==> src/rtl/int_exec_lane_mc_if.sv <==
// Handshake and data bundle between the register-read stage, one integer
// execution lane and the register-write stage.
//   master : issue side (register read, flush control, stall)
//   slave  : the execution lane
// Signals: stall; issue group in_*; flush group flush_*; result group out_*;
// branch resolution group br_*.
interface int_exec_lane_mc_if #(
  parameter int DATA_WIDTH   = 32,
  parameter int AL_PTR_WIDTH = 6,
  parameter int DISP_WIDTH   = 20
);
  logic                    stall;
  logic                    in_valid;
  logic                    in_ready;
  logic [3:0]              in_op;
  logic [2:0]              in_cond;
  logic [DATA_WIDTH-1:0]   in_a;
  logic [DATA_WIDTH-1:0]   in_b;
  logic [DATA_WIDTH-1:0]   in_pc;
  logic [DISP_WIDTH-1:0]   in_disp;
  logic                    in_pred_taken;
  logic [DATA_WIDTH-1:0]   in_pred_addr;
  logic [AL_PTR_WIDTH-1:0] in_al_ptr;
  logic                    flush_valid;
  logic [AL_PTR_WIDTH-1:0] flush_head;
  logic [AL_PTR_WIDTH-1:0] flush_tail;
  logic                    out_valid;
  logic [DATA_WIDTH-1:0]   out_data;
  logic [AL_PTR_WIDTH-1:0] out_al_ptr;
  logic                    br_valid;
  logic                    br_taken;
  logic                    br_mispred;
  logic [DATA_WIDTH-1:0]   br_next_addr;

  modport master (
    output stall, in_valid, in_op, in_cond, in_a, in_b, in_pc, in_disp,
           in_pred_taken, in_pred_addr, in_al_ptr,
           flush_valid, flush_head, flush_tail,
    input  in_ready, out_valid, out_data, out_al_ptr,
           br_valid, br_taken, br_mispred, br_next_addr
  );

  modport slave (
    input  stall, in_valid, in_op, in_cond, in_a, in_b, in_pc, in_disp,
           in_pred_taken, in_pred_addr, in_al_ptr,
           flush_valid, flush_head, flush_tail,
    output in_ready, out_valid, out_data, out_al_ptr,
           br_valid, br_taken, br_mispred, br_next_addr
  );
endinterface

==> src/rtl/int_exec_lane_mc.sv <==
// Integer execution lane: single-cycle ALU / shift / branch / JALR ops plus an
// iterative radix-2 restoring divider (DIV/DIVU/REM/REMU, DATA_WIDTH+2 cycles).
// Ops and in-flight results are killed when their active-list pointer falls in
// the wrapping flush range [flush_head, flush_tail).
// Ports:
//   clk  : clock
//   rst  : asynchronous active-low reset (0 = reset)
//   lane : int_exec_lane_mc_if.slave (stall, issue, flush, result, branch)
module int_exec_lane_mc #(
  parameter int DATA_WIDTH   = 32,
  parameter int AL_PTR_WIDTH = 6,
  parameter int DISP_WIDTH   = 20
) (
  input  logic              clk,
  input  logic              rst,
  int_exec_lane_mc_if.slave lane
);
  localparam int SHW = $clog2(DATA_WIDTH);

  typedef enum logic [3:0] {
    OP_ADD, OP_SUB, OP_AND, OP_OR, OP_XOR, OP_SLT, OP_SLTU, OP_SLL,
    OP_SRL, OP_SRA, OP_BR, OP_JALR, OP_DIV, OP_DIVU, OP_REM, OP_REMU
  } op_e;

  typedef enum logic [1:0] {IDLE, DIV_RUN, DIV_FIX} state_e;

  state_e                  state;
  logic [SHW-1:0]          count;
  logic [DATA_WIDTH-1:0]   div_q;      // dividend shifting out, quotient in
  logic [DATA_WIDTH-1:0]   div_r;      // partial remainder
  logic [DATA_WIDTH-1:0]   div_b;      // divisor magnitude
  logic                    div_neg_q, div_neg_r, div_by_zero, div_is_rem;
  logic [AL_PTR_WIDTH-1:0] div_ptr;

  logic                    out_reg_valid;
  logic [DATA_WIDTH-1:0]   out_data_r;
  logic [AL_PTR_WIDTH-1:0] out_ptr_r;
  logic                    br_valid_r, br_taken_r, br_mispred_r;
  logic [DATA_WIDTH-1:0]   br_next_r;

  // Wrapping range test; head == tail is the empty range.
  function automatic logic in_range(input logic [AL_PTR_WIDTH-1:0] p,
                                    input logic [AL_PTR_WIDTH-1:0] head,
                                    input logic [AL_PTR_WIDTH-1:0] tail);
    if (head <= tail) return (p >= head) && (p < tail);
    return (p >= head) || (p < tail);
  endfunction

  logic kill_in, kill_out, kill_div;
  assign kill_in  = lane.flush_valid && in_range(lane.in_al_ptr, lane.flush_head, lane.flush_tail);
  assign kill_out = lane.flush_valid && in_range(out_ptr_r, lane.flush_head, lane.flush_tail);
  assign kill_div = lane.flush_valid && in_range(div_ptr, lane.flush_head, lane.flush_tail);

  // NOTE: ready is gated by rst so that every output reads 0 while reset is held.
  logic ready, accept;
  op_e  op;
  assign ready  = rst && (state == IDLE) && !lane.stall;
  assign accept = lane.in_valid && ready && !kill_in;
  assign op     = op_e'(lane.in_op);

  logic is_div, is_signed_div;
  assign is_div        = (op == OP_DIV) || (op == OP_DIVU) || (op == OP_REM) || (op == OP_REMU);
  assign is_signed_div = (op == OP_DIV) || (op == OP_REM);

  // Single-cycle datapath.
  logic [DATA_WIDTH-1:0] disp_ext, pc_plus4, alu_res, target, next_addr;
  logic [SHW-1:0]        shamt;
  logic                  eq, lt_s, lt_u, is_branch, taken, mispred;

  assign disp_ext = {{(DATA_WIDTH-DISP_WIDTH){lane.in_disp[DISP_WIDTH-1]}}, lane.in_disp};
  assign pc_plus4 = lane.in_pc + DATA_WIDTH'(4);
  assign shamt    = lane.in_b[SHW-1:0];
  assign eq       = lane.in_a == lane.in_b;
  assign lt_s     = $signed(lane.in_a) < $signed(lane.in_b);
  assign lt_u     = lane.in_a < lane.in_b;

  // NOTE: every always_comb output gets a default first so no latch is inferred.
  always_comb begin
    alu_res   = '0;
    is_branch = 1'b0;
    taken     = 1'b0;
    target    = '0;
    case (op)
      OP_ADD:  alu_res = lane.in_a + lane.in_b;
      OP_SUB:  alu_res = lane.in_a - lane.in_b;
      OP_AND:  alu_res = lane.in_a & lane.in_b;
      OP_OR:   alu_res = lane.in_a | lane.in_b;
      OP_XOR:  alu_res = lane.in_a ^ lane.in_b;
      OP_SLT:  alu_res = DATA_WIDTH'(lt_s);
      OP_SLTU: alu_res = DATA_WIDTH'(lt_u);
      OP_SLL:  alu_res = lane.in_a << shamt;
      OP_SRL:  alu_res = lane.in_a >> shamt;
      OP_SRA:  alu_res = $signed(lane.in_a) >>> shamt;
      OP_BR: begin
        alu_res   = pc_plus4;
        is_branch = 1'b1;
        target    = lane.in_pc + disp_ext;
        case (lane.in_cond)
          3'd0:    taken = eq;
          3'd1:    taken = !eq;
          3'd2:    taken = lt_s;
          3'd3:    taken = lt_u;
          3'd4:    taken = !lt_s;
          3'd5:    taken = !lt_u;
          default: taken = 1'b1;
        endcase
      end
      OP_JALR: begin
        alu_res   = pc_plus4;
        is_branch = 1'b1;
        taken     = 1'b1;
        target    = (lane.in_a + disp_ext) & ~DATA_WIDTH'(1);
      end
      default: alu_res = '0;
    endcase
  end

  assign next_addr = taken ? target : pc_plus4;
  assign mispred   = is_branch && ((lane.in_pred_taken != taken) ||
                                   (taken && (lane.in_pred_addr != next_addr)));

  // Operand magnitudes for the divider.
  logic                  a_neg, b_neg;
  logic [DATA_WIDTH-1:0] abs_a, abs_b;
  assign a_neg = is_signed_div && lane.in_a[DATA_WIDTH-1];
  assign b_neg = is_signed_div && lane.in_b[DATA_WIDTH-1];
  assign abs_a = a_neg ? -lane.in_a : lane.in_a;
  assign abs_b = b_neg ? -lane.in_b : lane.in_b;

  // One restoring step: shift next dividend bit into the remainder, subtract
  // the divisor if it fits. A zero divisor always fits, which yields an
  // all-ones quotient and leaves the dividend in the remainder.
  logic [DATA_WIDTH:0]   shifted, trial;
  logic [DATA_WIDTH-1:0] q_fix, r_fix;
  assign shifted = {div_r, div_q[DATA_WIDTH-1]};
  assign trial   = shifted - {1'b0, div_b};
  assign q_fix   = div_by_zero ? '1 : (div_neg_q ? -div_q : div_q);
  assign r_fix   = div_neg_r ? -div_r : div_r;

  // NOTE: sequential state uses non-blocking assignments only.
  always_ff @(posedge clk or negedge rst) begin
    if (!rst) begin
      state         <= IDLE;
      count         <= '0;
      div_q         <= '0;
      div_r         <= '0;
      div_b         <= '0;
      div_neg_q     <= 1'b0;
      div_neg_r     <= 1'b0;
      div_by_zero   <= 1'b0;
      div_is_rem    <= 1'b0;
      div_ptr       <= '0;
      out_reg_valid <= 1'b0;
      out_data_r    <= '0;
      out_ptr_r     <= '0;
      br_valid_r    <= 1'b0;
      br_taken_r    <= 1'b0;
      br_mispred_r  <= 1'b0;
      br_next_r     <= '0;
    end else if (lane.stall) begin
      // Frozen, except that flushes still take effect.
      if (kill_out) out_reg_valid <= 1'b0;
      if (state != IDLE && kill_div) state <= IDLE;
    end else begin
      out_reg_valid <= 1'b0;
      case (state)
        IDLE: begin
          if (accept && is_div) begin
            state       <= DIV_RUN;
            count       <= '0;
            div_q       <= abs_a;
            div_r       <= '0;
            div_b       <= abs_b;
            div_neg_q   <= a_neg ^ b_neg;
            div_neg_r   <= a_neg;
            div_by_zero <= (lane.in_b == '0);
            div_is_rem  <= (op == OP_REM) || (op == OP_REMU);
            div_ptr     <= lane.in_al_ptr;
          end else if (accept) begin
            out_reg_valid <= 1'b1;
            out_data_r    <= alu_res;
            out_ptr_r     <= lane.in_al_ptr;
            br_valid_r    <= is_branch;
            br_taken_r    <= taken;
            br_mispred_r  <= mispred;
            br_next_r     <= is_branch ? next_addr : '0;
          end
        end
        DIV_RUN: begin
          if (kill_div) begin
            state <= IDLE;
          end else begin
            if (!trial[DATA_WIDTH]) begin
              div_r <= trial[DATA_WIDTH-1:0];
              div_q <= {div_q[DATA_WIDTH-2:0], 1'b1};
            end else begin
              div_r <= shifted[DATA_WIDTH-1:0];
              div_q <= {div_q[DATA_WIDTH-2:0], 1'b0};
            end
            count <= count + 1'b1;
            if (count == SHW'(DATA_WIDTH-1)) state <= DIV_FIX;
          end
        end
        DIV_FIX: begin
          state <= IDLE;
          if (!kill_div) begin
            out_reg_valid <= 1'b1;
            out_data_r    <= div_is_rem ? r_fix : q_fix;
            out_ptr_r     <= div_ptr;
            br_valid_r    <= 1'b0;
            br_taken_r    <= 1'b0;
            br_mispred_r  <= 1'b0;
            br_next_r     <= '0;
          end
        end
        default: state <= IDLE;
      endcase
    end
  end

  logic out_valid_w;
  assign out_valid_w       = out_reg_valid && !kill_out;
  assign lane.in_ready     = ready;
  assign lane.out_valid    = out_valid_w;
  assign lane.out_data     = out_data_r;
  assign lane.out_al_ptr   = out_ptr_r;
  assign lane.br_valid     = br_valid_r && out_valid_w;
  assign lane.br_taken     = br_taken_r && out_valid_w;
  assign lane.br_mispred   = br_mispred_r && out_valid_w;
  assign lane.br_next_addr = br_next_r;
endmodule
==> src/flat_wrapper.sv <==
// flat-port wrapper written by rule: the top's interface ports become plain ports
module int_exec_lane_mc_flat 
#(
  parameter int DATA_WIDTH   = 32,
  parameter int AL_PTR_WIDTH = 6,
  parameter int DISP_WIDTH   = 20
)
  (clk, rst, lane_stall, lane_in_valid, lane_in_op, lane_in_cond, lane_in_a, lane_in_b, lane_in_pc, lane_in_disp, lane_in_pred_taken, lane_in_pred_addr, lane_in_al_ptr, lane_flush_valid, lane_flush_head, lane_flush_tail, lane_in_ready, lane_out_valid, lane_out_data, lane_out_al_ptr, lane_br_valid, lane_br_taken, lane_br_mispred, lane_br_next_addr);
  int_exec_lane_mc_if #(.DATA_WIDTH(DATA_WIDTH), .AL_PTR_WIDTH(AL_PTR_WIDTH), .DISP_WIDTH(DISP_WIDTH)) lane_i ();
  input  logic clk;
  input  logic rst;
  input wire logic [$bits(lane_i.stall)-1:0] lane_stall;
  input wire logic [$bits(lane_i.in_valid)-1:0] lane_in_valid;
  input wire logic [$bits(lane_i.in_op)-1:0] lane_in_op;
  input wire logic [$bits(lane_i.in_cond)-1:0] lane_in_cond;
  input wire logic [$bits(lane_i.in_a)-1:0] lane_in_a;
  input wire logic [$bits(lane_i.in_b)-1:0] lane_in_b;
  input wire logic [$bits(lane_i.in_pc)-1:0] lane_in_pc;
  input wire logic [$bits(lane_i.in_disp)-1:0] lane_in_disp;
  input wire logic [$bits(lane_i.in_pred_taken)-1:0] lane_in_pred_taken;
  input wire logic [$bits(lane_i.in_pred_addr)-1:0] lane_in_pred_addr;
  input wire logic [$bits(lane_i.in_al_ptr)-1:0] lane_in_al_ptr;
  input wire logic [$bits(lane_i.flush_valid)-1:0] lane_flush_valid;
  input wire logic [$bits(lane_i.flush_head)-1:0] lane_flush_head;
  input wire logic [$bits(lane_i.flush_tail)-1:0] lane_flush_tail;
  output wire logic [$bits(lane_i.in_ready)-1:0] lane_in_ready;
  output wire logic [$bits(lane_i.out_valid)-1:0] lane_out_valid;
  output wire logic [$bits(lane_i.out_data)-1:0] lane_out_data;
  output wire logic [$bits(lane_i.out_al_ptr)-1:0] lane_out_al_ptr;
  output wire logic [$bits(lane_i.br_valid)-1:0] lane_br_valid;
  output wire logic [$bits(lane_i.br_taken)-1:0] lane_br_taken;
  output wire logic [$bits(lane_i.br_mispred)-1:0] lane_br_mispred;
  output wire logic [$bits(lane_i.br_next_addr)-1:0] lane_br_next_addr;
  assign lane_i.stall = lane_stall;
  assign lane_i.in_valid = lane_in_valid;
  assign lane_i.in_op = lane_in_op;
  assign lane_i.in_cond = lane_in_cond;
  assign lane_i.in_a = lane_in_a;
  assign lane_i.in_b = lane_in_b;
  assign lane_i.in_pc = lane_in_pc;
  assign lane_i.in_disp = lane_in_disp;
  assign lane_i.in_pred_taken = lane_in_pred_taken;
  assign lane_i.in_pred_addr = lane_in_pred_addr;
  assign lane_i.in_al_ptr = lane_in_al_ptr;
  assign lane_i.flush_valid = lane_flush_valid;
  assign lane_i.flush_head = lane_flush_head;
  assign lane_i.flush_tail = lane_flush_tail;
  assign lane_in_ready = lane_i.in_ready;
  assign lane_out_valid = lane_i.out_valid;
  assign lane_out_data = lane_i.out_data;
  assign lane_out_al_ptr = lane_i.out_al_ptr;
  assign lane_br_valid = lane_i.br_valid;
  assign lane_br_taken = lane_i.br_taken;
  assign lane_br_mispred = lane_i.br_mispred;
  assign lane_br_next_addr = lane_i.br_next_addr;
  int_exec_lane_mc #(.DATA_WIDTH(DATA_WIDTH), .AL_PTR_WIDTH(AL_PTR_WIDTH), .DISP_WIDTH(DISP_WIDTH)) u_core (.clk(clk), .rst(rst), .lane(lane_i));
endmodule
==> config.mk <==
export PLATFORM = sky130hd
export DESIGN_NAME = int_exec_lane_mc_flat
export DESIGN_NICKNAME = d
export VERILOG_FILES = /design/src/rtl/int_exec_lane_mc_if.sv /design/src/rtl/int_exec_lane_mc.sv /design/src/flat_wrapper.sv
export SDC_FILE = /design/constraint.sdc
export NUM_CORES = 1
export LEC_CHECK = 0
export BUFFER_PORTS_ARGS = -buffer_cell sky130_fd_sc_hd__buf_2
export CORE_ASPECT_RATIO = 1.5
export CORE_MARGIN = 5
export CORE_UTILIZATION = 35
export CTS_CLUSTER_DIAMETER = 80
export DETAILED_ROUTE_END_ITERATION = 7
export HOLD_SLACK_MARGIN = 0.1
export PLACE_DENSITY = 0.54
export SLEW_MARGIN = 15
export SYNTH_ARGS = -nofsm -noshare
export SYNTH_HDL_FRONTEND = slang
export SYNTH_SLANG_ARGS = --single-unit
==> constraint.sdc <==
create_clock -name clk -period 5.5 [get_ports clk]
set_input_delay 0.825 -clock clk [delete_from_list [all_inputs] [get_ports clk]]
set_output_delay 0.825 -clock clk [all_outputs]
set_load 0.01 [all_outputs]
* Word-level counts from Yosys, hierarchy flattened
Index checks and enable logic that the tools add are counted.
** Operators by class
- Add/sub/neg operators :: 11
- Magnitude comparators :: 9
- Eq/ne operators :: 35
- Shift operators :: 3
- Multiplexer cells :: 65
- Bitwise gates (word level) :: 5
- Reductions and logical operators :: 47
** Operators by type and width (number)
- two-way mux 32 bit :: 19
- case mux 32 bit (11 select lines) :: 1
- case mux 32 bit (2 select lines) :: 5
- negation 32 bit :: 4
- adder 32 bit :: 3
- < comparator 32 bit :: 2
- subtractor 33 x 32 -> 33 bit :: 1
- adder 32 x 3 -> 32 bit, second input constant :: 1
- AND 32 bit :: 1
- == test 32 bit :: 1
- == test 4 bit, second input constant :: 8
- logical NOT 32 bit :: 1
- inequality test 32 bit :: 1
- OR 32 bit :: 1
- << shifter 32 x 5 -> 32 bit :: 1
- right shift 32 x 5 -> 32 bit :: 1
- >>> shifter 32 x 5 -> 32 bit :: 1
- subtractor 32 bit :: 1
- bitwise XOR 32 bit :: 1
- two-way mux 1 bit :: 21
- logical AND 1 bit :: 20
- >= comparator 6 bit :: 3
- < comparator 6 bit :: 3
- two-way mux 6 bit :: 3
- 35 further kinds :: 71
** Word-level totals
- Bits in registers :: 187
- Bits of input ports :: 179
- Output and inout bits :: 75
- Word-level logic and storage cells :: 192

* Longest topological paths before layout
- Word-level depth :: 12
- Gate-level depth with buffers :: 21
- Mapped depth without buffers :: 17

* Least setup slack after synthesis
OpenSTA, ideal clock, no wires.
- Kind :: input -> register
- Start point :: input lane_in_b[1]
- End point :: register u_core.br_mispred_r
- Setup time :: 0.133 ns
- Arrival :: 5.431 ns
- Path slack :: -0.065 ns
- Cell stages on the path :: 20
- Path through :: clkbuf_1 > inv_2 > buf_1 > clkbuf_1 > buf_1 > fa_1 > nor3b_1 > a211oi_2 > o41ai_2 > nor4_2 > nor3_4 > a31oi_1 > mux2_4 > a21oi_4 > buf_6 > nand2_1 > a2111oi_2 > o2111ai_1 > nor4_1 > a31oi_1
** Between the ends
- Word-level cells in the longest chain between the ends :: 12
- Elaborated cells between the ends (all ways) :: 17
- Classes of those cells :: order compare (2); eq/ne (3); mux (6); reduce/logical (6)
** Ends and longest elaborated chain
- start: declaration :: line flat_wrapper.sv:17 : input wire logic [$bits(lane_i.in_b)-1:0] lane_in_b;
- < comparator 32 bit (tied with other cells) :: line int_exec_lane_mc.sv:75 : assign lt_u = lane.in_a < lane.in_b;
- logical NOT 1 bit, on equally long branches :: line int_exec_lane_mc.sv:104, int_exec_lane_mc.sv:100, int_exec_lane_mc.sv:103
- case mux 1 bit (6 select lines) (*) :: line int_exec_lane_mc.sv:98 : case (lane.in_cond)
- case mux 1 bit (2 select lines) (*) :: line int_exec_lane_mc.sv:83 : case (op)
- two-way mux 32 bit :: line int_exec_lane_mc.sv:118 : assign next_addr = taken ? target : pc_plus4;
- inequality test 32 bit :: line int_exec_lane_mc.sv:120 : (taken && (lane.in_pred_addr != next_addr)));
- logical AND 1 bit :: line int_exec_lane_mc.sv:120
- logical OR 1 bit (*) :: line int_exec_lane_mc.sv:119 : assign mispred = is_branch && ((lane.in_pred_taken != taken) ||
- logical AND 1 bit (*) :: line int_exec_lane_mc.sv:119
- two-way mux 1 bit (*) :: line int_exec_lane_mc.sv:179 : end else if (accept) begin
- two-way mux 1 bit (*) :: line int_exec_lane_mc.sv:168 : if (accept && is_div) begin
- case mux 1 bit (2 select lines) (*) :: line int_exec_lane_mc.sv:166 : case (state)
- end signal: assignment :: line int_exec_lane_mc.sv:185 : br_mispred_r <= mispred;
- end: declaration :: line int_exec_lane_mc.sv:38 : logic br_valid_r, br_taken_r, br_mispred_r;
Every way passes the cells marked *; elsewhere a longest branch is shown, timed or not. The select of a mux whose other input is x is not followed.
A chain may end at the register's enable or synchronous reset.

* Worst setup path in the final report
- Start point :: register u_core.div_q[31]
- End point :: register u_core.div_r[30]
** Between the ends
- Word-level cells in the longest chain between the ends :: 4
** Ends and longest elaborated chain
- start: declaration :: line int_exec_lane_mc.sv:29 : logic [DATA_WIDTH-1:0] div_q;
- start signal: assignment :: line int_exec_lane_mc.sv:171 : div_q <= abs_a;
- start signal: assignment :: line int_exec_lane_mc.sv:195 : div_q <= {div_q[DATA_WIDTH-2:0], 1'b1};
- start signal: assignment :: line int_exec_lane_mc.sv:198 : div_q <= {div_q[DATA_WIDTH-2:0], 1'b0};
- subtractor 33 x 32 -> 33 bit :: line int_exec_lane_mc.sv:136 : assign trial = shifted - {1'b0, div_b};
- two-way mux 32 bit :: line int_exec_lane_mc.sv:193 : if (!trial[DATA_WIDTH]) begin
- two-way mux 32 bit :: line int_exec_lane_mc.sv:190 : if (kill_div) begin
- case mux 32 bit (2 select lines) :: line int_exec_lane_mc.sv:166
- end signal: assignment :: line int_exec_lane_mc.sv:194 : div_r <= trial[DATA_WIDTH-1:0];
- end signal: assignment :: line int_exec_lane_mc.sv:197 : div_r <= shifted[DATA_WIDTH-1:0];
- end: declaration :: line int_exec_lane_mc.sv:30 : logic [DATA_WIDTH-1:0] div_r;
Every way passes these cells. The select of a mux whose other input is x is not followed.

==> impl_metrics.toml <==
[die]
die_h_um = 342.1
io_pins = 254
fp-row-count = 121
start_util_pct = 35.34
die-area_sq_mm = 0.07916
fp.coreArea_sq_mm = 0.07282
die_w_um = 231.4

[routing]
first_pass_iters = 6
met3WireLength_mm = 6.719
detail_route.wl_per_cell_um = 27.80
wl_met2_mm = 63.78
vias_per_cell = 5.943
highest_layer = "met5"
drc = 0
met1Wirelength_mm = 46.84
dr.first_iter.drc_count = 2226
ant_nets = 0
drt-total-wl_mm = 130.4
via_count = 27870

[synthesis]
syn_avg_cell_area_sq_um = 7.441
synth_top_area_share_pct = 18.19
muxShareOfSynthArea_pct = 6.530
yosysUniqueCellTypes = 96
synth_top_area_cell = "dfrtp_1"
synth_seq_cells = 187
synth_nets = 3878
ys_seq_area_share_pct = 18.19
synthXorXnorAreaFrac_pct = 9.292
yosys_warnings = 0
synth_area_sq_mm = 0.02573
synth_top_family_by_area = "compound AO/OA/AOI/OAI gates"
synth_edf_count = 0
synthCells = 3458
ys_top_cells_by_area = "dfrtp_1 18%, ha_1 11%, o21ai_0 7.0%"
synth-simple-area-share_pct = 18.15
asyncSetResetFlopFracSynth_pct = 100.0
synth_compound_area_share_pct = 30.23
synthAdderAreaFrac_pct = 11.94
synth_flop_cell = "dfrtp_1"

[place]
place.port_buffers = 253
dp_hpwl_mm = 106.9
gp_congestion = 1.040

[timing]
maxSlewHeadroom_pct = 11.41
period_needed_ns = 4.792
setup_viol = 0
fin_crit_sh_pct = 87.12
setup_tns_ns = 0
finalHoldViolCount = 0
max_freq_ghz = 0.2087
worstMarginPinSlew_ns = 1.324
holdWs_ns = 0.2866
drv_slew = 0
rsz0062_at_grt = "no"
finClkSkew_ns = 0.02494

[power]
p_leak_nw = 12.97
p_per_area_mw_per_mm2 = 304.3
ir_drop_mv = 0.2606

[clock_tree]
cts_resized = 0
clk_latency_ns = 0.51
htree_levels = 4
clock_sinks = 187
cts_buffer_depth = 2
postCtsSetupBuffers = 0
clkTransAtPathRegs_ns = 0.08
cts_buffers = 17
cts_tree = "done"
cts_root_buf = "clkbuf_16"
ctsHoldBuffers = 0

[global_routing]
first_global_vias = 28200
grt-ovfl-total = 0
antenna_found_initial = 8
grt_max_degree = 88
grt_pass1_wl_mm = 189.0
gr-usage-all-layers_pct = 31.99

[run_status]
status = "completed"

[layout]
area_growth_syn_to_layout_pct = 13.95
fin_nets = 4108
drive_gt1_share_pct = 13.81

[flow_run]
cap_viol_max_count = 0

[setup_path]
crit_required_ns = 5.92
critPathCaptureType = "flip-flop"
path_max_fanout = 9
cp.arrival_ns = 5.21
path_class = "flip-flop to flip-flop"
cp-start-kind = "flip-flop"

[worst_hold_path]
hold_path.class = "primary input to async pin"
stage by stage:
step / area (sq um) / std cells / power (mW) / setup WS (ns) / utilization (%)
finish: 29320 / 4690 / 8.922 / 0.7082 / 40.27
global route: 29310 / 4683 / 9.613 / 0.1764 / 40.24
CTS: 29310 / 4683 / 8.924 / 0.6831 / 40.24
global placement: 28740 / 4653 / 7.536 / 0.2589 / 39.46
floorplan: 25730 / 3458 / 5.832 / 0.001133 / -
detailed placement: 28740 / 4653 / 7.555 / 0.1951 / 39.46
flip-flops by register name (all words and copies together) (netlist names), 2 cells and up:
name / cells
u_core.div_b: 32
u_core.div_q: 32
u_core.div_r: 32
u_core.lane.br_next_addr: 32
u_core.lane.out_data: 32
u_core.div_ptr: 6
u_core.lane.out_al_ptr: 6
u_core.count: 5
u_core.state: 2
worst paths after layout:
path | startpoint | cells past startpoint | slack, ns | endpoint
worst max-delay path | u_core.div_q[31]$_DFFE_PN0P_ | 17 | 0.71 | u_core.div_r[30]$_DFFE_PN0P_
worst min-delay path | rst | 1 | 0.29 | u_core.lane.out_al_ptr[2]$_DFFE_PN0P_
worst max register to register | u_core.div_q[31]$_DFFE_PN0P_ | 17 | 0.71 | u_core.div_r[30]$_DFFE_PN0P_
worst min register to register | u_core.br_valid_r$_DFFE_PN0P_ | 2 | 0.47 | u_core.br_valid_r$_DFFE_PN0P_
max in group asynchronous | rst | 2 | 3.75 | u_core.lane.out_data[5]$_DFFE_PN0P_
min in group clk | u_core.br_valid_r$_DFFE_PN0P_ | 2 | 0.47 | u_core.br_valid_r$_DFFE_PN0P_
critical path: stages, from the launching register on:
cell       delay, ns
dfrtp_1         0.38
inv_1           0.13
ha_1            0.35
inv_1           0.12
fa_1            0.42
a21o_1          0.19
a21oi_1         0.29
o21ai_1         0.13
a2111oi_0       0.38
nor2_1          0.18
a21boi_1        0.34
o211ai_1        0.23
nand2_1         0.11
o21ai_1         0.12
a41oi_1         0.34
xnor2_2         0.31
nand2_1         0.41
o21ai_0         0.26
where the power goes:
part | internal (mW) | total (mW) | switching, mW
logic | 2.19 | 5.28 | 3.09
clock network | 0.672 | 1.33 | 0.661
registers | 1.78 | 2.31 | 0.529
total | 4.64 | 8.92 | 4.28
cell usage in the layout, fill, tap and decap left out, drive strengths merged, types with 24 or more instances in the layout:
cell type	Yosys	final
a211oi	45	45
a21o	64	64
a21oi	265	265
a221oi	61	61
a22oi	24	24
a31oi	44	44
and3	24	24
buf	38	406
dfrtp	187	187
ha	236	236
inv	181	186
mux2i	118	118
nand2	364	364
nand2b	34	34
nand3	81	81
nand4	27	27
nor2	296	296
nor3	59	59
nor4	24	24
o211ai	38	38
o21ai	368	368
o21bai	32	32
o221ai	24	24
o22ai	26	26
o31ai	45	45
or3	39	39
xnor2	175	175
xor2	98	98
cell type report:
cell class              count  area [sq um]
fillers                  7842         43500
multi-input cells        2892         19650
flip-flops and latches    187          4679
repair buffers            407          2494
well taps                 984          1231
inverters                 183         686.9
clock buffers              18         429.2
clock inverters            12         140.1
diodes                      7         17.52
cell families (layout without fill, tap and decap cells):
group	Yosys count	count (layout)
flip-flops	187	187
other	0	7
XOR/XNOR	273	273
buffers and inverters	379	620
AO/OA/AOI/OAI	1202	1202
multiplexers	150	150
adder cells (fa/ha/maj)	243	243
AND/OR/NAND/NOR	1024	1024
cell usage after synthesis (all sizes together), types with 64 or more instances:
cell      n
a21o     64
a21oi   265
clkbuf  158
dfrtp   187
ha      236
inv     181
mux2i   118
nand2   364
nand3    81
nor2    296
o21ai   368
xnor2   175
xor2     98
per-layer routing:
metal / track usage (%) / vias to the layer above
met2: 55.91 / 1069
met5: 0 / -
li1: - / 13140
met4: 25.73 / 8
met1: 34.26 / 13290
met3: 4.418 / 360
Note: power is estimated with default switching activity, not from simulation.
